===== src/rtl/dual_port_mem_arb.sv =====
// True dual-port synchronous memory with post-reset clear sweep, registered
// read data with valid strobes, and deterministic same-address collision handling.
module dual_port_mem_arb #(
  parameter int unsigned    AW       = 3,
  parameter int unsigned    DW       = 4,
  parameter bit             PRIO_A   = 1'b1,
  parameter bit             RDW_MODE = 1'b0,
  parameter logic [DW-1:0]  INIT_VAL = '0
) (
  input  logic          clk,
  input  logic          rst_n,
  input  logic          EnA,
  input  logic          rwA,
  input  logic [AW-1:0] AddrA,
  input  logic [DW-1:0] DataInA,
  output logic [DW-1:0] DataOutA,
  output logic          ValidA,
  input  logic          EnB,
  input  logic          rwB,
  input  logic [AW-1:0] AddrB,
  input  logic [DW-1:0] DataInB,
  output logic [DW-1:0] DataOutB,
  output logic          ValidB,
  output logic          Collision,
  output logic          Busy
);

  localparam int unsigned DEPTH = 2 ** AW;

  typedef enum logic {
    ST_CLEAR = 1'b0,
    ST_READY = 1'b1
  } state_e;

  state_e          state_q, state_d;
  logic [AW-1:0]   clr_cnt_q, clr_cnt_d;
  logic [DW-1:0]   data_out_a_q, data_out_a_d;
  logic [DW-1:0]   data_out_b_q, data_out_b_d;
  logic            valid_a_q, valid_a_d;
  logic            valid_b_q, valid_b_d;
  logic            collision_q, collision_d;
  logic            busy_q, busy_d;

  logic [DW-1:0]   mem_q [DEPTH];

  logic            same_addr_c;
  logic            wr_a_c, wr_b_c, rd_a_c, rd_b_c;
  logic            we_a_c, we_b_c, we_clr_c;

  // Control state and registered outputs
  always_ff @(posedge clk or negedge rst_n) begin
    if (!rst_n) begin
      state_q      <= ST_CLEAR;
      clr_cnt_q    <= '0;
      data_out_a_q <= '0;
      data_out_b_q <= '0;
      valid_a_q    <= 1'b0;
      valid_b_q    <= 1'b0;
      collision_q  <= 1'b0;
      busy_q       <= 1'b1;
    end else begin
      state_q      <= state_d;
      clr_cnt_q    <= clr_cnt_d;
      data_out_a_q <= data_out_a_d;
      data_out_b_q <= data_out_b_d;
      valid_a_q    <= valid_a_d;
      valid_b_q    <= valid_b_d;
      collision_q  <= collision_d;
      busy_q       <= busy_d;
    end
  end

  // Storage array has no reset; the clear sweep initialises it instead
  always_ff @(posedge clk) begin
    if (we_clr_c) begin
      mem_q[clr_cnt_q] <= INIT_VAL;
    end else begin
      if (we_a_c) mem_q[AddrA] <= DataInA;
      if (we_b_c) mem_q[AddrB] <= DataInB;
    end
  end

  // Next-state, arbitration and read-path logic
  always_comb begin
    state_d      = state_q;
    clr_cnt_d    = clr_cnt_q;
    data_out_a_d = data_out_a_q;
    data_out_b_d = data_out_b_q;
    valid_a_d    = 1'b0;
    valid_b_d    = 1'b0;
    collision_d  = 1'b0;
    we_a_c       = 1'b0;
    we_b_c       = 1'b0;
    we_clr_c     = 1'b0;

    same_addr_c = EnA && EnB && (AddrA == AddrB);
    wr_a_c      = EnA && rwA;
    wr_b_c      = EnB && rwB;
    rd_a_c      = EnA && !rwA;
    rd_b_c      = EnB && !rwB;

    case (state_q)
      ST_CLEAR: begin
        we_clr_c  = 1'b1;
        clr_cnt_d = clr_cnt_q + AW'(1);
        if (clr_cnt_q == AW'(DEPTH - 1)) begin
          state_d   = ST_READY;
          clr_cnt_d = '0;
        end
      end
      ST_READY: begin
        // Losing port of a same-address double write is dropped
        we_a_c = wr_a_c && !(same_addr_c && wr_b_c && !PRIO_A);
        we_b_c = wr_b_c && !(same_addr_c && wr_a_c && PRIO_A);
        if (rd_a_c) begin
          valid_a_d    = 1'b1;
          data_out_a_d = (RDW_MODE && same_addr_c && wr_b_c) ? DataInB : mem_q[AddrA];
        end
        if (rd_b_c) begin
          valid_b_d    = 1'b1;
          data_out_b_d = (RDW_MODE && same_addr_c && wr_a_c) ? DataInA : mem_q[AddrB];
        end
        collision_d = same_addr_c && (wr_a_c || wr_b_c);
      end
      default: begin
        state_d = ST_CLEAR;
      end
    endcase

    busy_d = (state_d == ST_CLEAR);
  end

  assign DataOutA  = data_out_a_q;
  assign DataOutB  = data_out_b_q;
  assign ValidA    = valid_a_q;
  assign ValidB    = valid_b_q;
  assign Collision = collision_q;
  assign Busy      = busy_q;

endmodule

===== config.mk =====
export PLATFORM = sky130hd
export DESIGN_NAME = dual_port_mem_arb
export DESIGN_NICKNAME = d
export VERILOG_FILES = /design/src/rtl/dual_port_mem_arb.sv
export SDC_FILE = /design/constraint.sdc
export NUM_CORES = 1
export LEC_CHECK = 0
export ABC_AREA = 1
export BUFFER_PORTS_ARGS = -buffer_cell sky130_fd_sc_hd__buf_2
export CELL_PAD_IN_SITES_DETAIL_PLACEMENT = 1
export CELL_PAD_IN_SITES_GLOBAL_PLACEMENT = 1
export CORE_MARGIN = 3
export CORE_UTILIZATION = 40
export DETAILED_ROUTE_END_ITERATION = 12
export PLACE_DENSITY = 0.72
export REMOVE_ABC_BUFFERS = 1
export SETUP_SLACK_MARGIN = 0.4
export SKIP_LAST_GASP = 1
export SYNTH_ARGS = -nofsm -noshare
export SYNTH_HDL_FRONTEND = slang
export SYNTH_SLANG_ARGS = --single-unit

===== constraint.sdc =====
create_clock -name clk -period 3.5 [get_ports clk]
set_input_delay 0.175 -clock clk [delete_from_list [all_inputs] [get_ports clk]]
set_output_delay 0.175 -clock clk [all_outputs]
set_load 0.005 [all_outputs]

==> flow_summary_export.csv <==
group,metric,value,unit
die,die_w,95.9,µm
global_route,busiest_layer,"met2",
global_route,use_met3,0.0227,
sta,fmax,455,MHz
route,drc,0,
worst_hold_path,hp-class,"primary input to flop",
die,ios,32,
sta,timing.final.crit_period,2.20,ns
cells_and_area,num_antenna_cells,0,
route,drt_iter0_drc,183,
cts,cts_tree,"done",
placed_design,io_buffers,31,
route,ant_nets,0,
route,wl_per_cell,17.0,µm
global_route,grt_use_met2,0.334,
route,via_per_inst,5.35,
synthesis,avgSynthCellArea,7.95,µm²
placed_design,hpwl,6890,µm
cts,clk_latency,0.30,ns
route,dr.pass1.iters,4,
sta,slew-limit-headroom,0.261,
flow_run,maxCapViolations,0,
die,rows,32,
cts,clockRootBuffer,"clkbuf_8",
synthesis,syn-instance-count,406,
pwr,vdd_ir_drop_max,143,µV
worst_setup_path,crit_type,"flop to flop",
global_route,antenna_found_initial,0,
synthesis,ys_seq_elements,48,
die,die_area,9190,µm²
worst_setup_path,crit_fanout,37,
synthesis,yosysSeqAreaShare,0.422,
worst_setup_path,start_kind,"flop",
global_route,use_met1,0.282,
sta,setup_viol,0,
pwr,p_leak,1.59,nW
die,fp.coreArea,7770,µm²
placed_design,place_ws,1.13,ns
global_route,globalRouteTotalUtil,0.204,
synthesis,yosysWarnings,0,
cts,cts.sinks,48,
cts,cts_buffer_depth,2,
global_route,grt_max_degree,41,
die,die_y,95.9,µm
worst_setup_path,cp_data_arrival_time,2.16,ns
sta,setup_slack,1.30,ns
placed_design,routabilityCongestion,0.797,
cts,cts_setup_buffers,0,
cts,cts-htree-levels,2,
sta,worst_pin_slew,1.11,ns
worst_setup_path,end_kind,"flop",
sta,slew_violations,0,
sta,hold_violations,0,
route,vias,2807,
global_route,grt_pass1_vias,2743,
cells_and_area,drive_gt1_frac,0.175,
cts,cts_resized,0,
pwr,power_density,327,nW/µm²
cells_and_area,syn2layout_area_growth,7.67,%
worst_setup_path,required,3.47,ns
sta,fin_crit_sh,0.628,
route,wl,8930,µm
cts,hold_buffers,1,
cts,path_clk_slew,0.08,ns
synthesis,ys_types,28,
cts,cts_buffers,5,
die,initial_core_util,0.416,
global_route,grt_pass1_wl,14200,µm
sta,timing.clock.skew,0.00915,ns
cells_and_area,fin_nets,444,
global_route,overflow,0,
synthesis,syn-cell-area,3230,µm²
run_status,outcome,"finished clean",
sta,fin_setup_tns,0,ns
sta,rsz0062_at_grt,"no",
==> sequential cells by signal, summed over array words and instances (netlist names) <==
register,flops
DataOutA,4
clr_cnt_q,3
state_q,1
ValidA,1
Busy,1
ValidB,1
DataOutB,4
mem_q,32
Collision,1
==> synthesized netlist by cell type (all sizes together) <==
library cell,n,share of area
o211a,1,0.0031
ha,2,0.0077
a22oi,1,0.0039
dfrtp,15,0.12
nand4,32,0.062
nand3,21,0.067
buf,20,0.036
inv,38,0.046
edfxtp,32,0.30
dfstp,1,0.0081
o211ai,8,0.019
o21ai,36,0.056
nor2,11,0.031
nand2,165,0.19
a21oi,9,0.014
nor3,10,0.035
clkbuf,4,0.0046
==> layout make-up <==
class	count	area (µm²)
timing repair buffer	33	173
multi-input combinational	296	1590
fill	987	4290
clock buffer	8	80.1
tap	102	128
inverter	38	148
sequential	48	1360
==> through the flow <==
step / utilization / hold WS, ns / instances / power [W] / area (µm²)
after floorplan: - / -0.121 / 382 / 0.000749 / 3100
after global routing: 0.448 / 0.103 / 525 / 0.00119 / 3480
final: 0.448 / 0.0865 / 525 / 0.00114 / 3480
after detailed placement: 0.436 / 0.109 / 516 / 0.000834 / 3390
after CTS: 0.448 / 0.0901 / 525 / 0.00114 / 3480
after global placement: 0.436 / 0.102 / 516 / 0.000831 / 3390
==> critical path: stages, from the launching register on <==
cell	delay, ns
dfrtp_1	0.39
inv_2	0.14
nor2_4	0.87
nand3_4	0.18
o21ai_1	0.28
==> cells in the final DEF (no fill, tap or decap), drive strengths merged, types with 8 or more instances in the layout <==
cell type | netlist | routed
o21ai | 36 | 36
clkbuf | 4 | 8
o211ai | 8 | 8
dfrtp | 15 | 15
nor3 | 10 | 10
nand2 | 165 | 165
buf | 20 | 32
inv | 38 | 38
nor2 | 11 | 11
nand3 | 21 | 21
edfxtp | 32 | 32
a21oi | 9 | 9
nand4 | 32 | 32
==> worst paths after layout <==
| path | startpoint | end | depth (start not counted) | slack [ns] |
|---|---|---|---|---|
| worst max-delay path | state_q | mem_q[2][0] | 4 | 1.30 |
| worst max register to register | state_q | mem_q[2][0] | 4 | 1.30 |
| worst min-delay path | rwB | ValidB | 2 | 0.09 |
| worst min register to register | DataOutB[0] | DataOutB[0] | 2 | 0.48 |
| max in group asynchronous | rst_n | Busy | 2 | 2.90 |
| min in group asynchronous | rst_n | clr_cnt_q[1] | 2 | 0.31 |
==> logic make-up after synthesis <==
kind of cell,synth area share
and+or+nand+nor,0.388
adders and majority gates,0.00775
buffers and inverters,0.0868
AOI/OAI and AO/OA,0.0953
DFF,0.422
==> per-layer routing <==
metal | share of wire | wire length [µm]
met1 | 0.47 | 4190
met2 | 0.47 | 4170
met3 | 0.047 | 420
met4 | 0.015 | 138
met5 | 0 | 0
==> power breakdown <==
part	internal [W]	switching, W	total [W]
Sequential	0.000623	0.00000653	0.000630
Clock	0.000142	0.000174	0.000316
Combinational	0.0000566	0.000135	0.000192
Note: power is estimated with default switching activity, not from simulation.
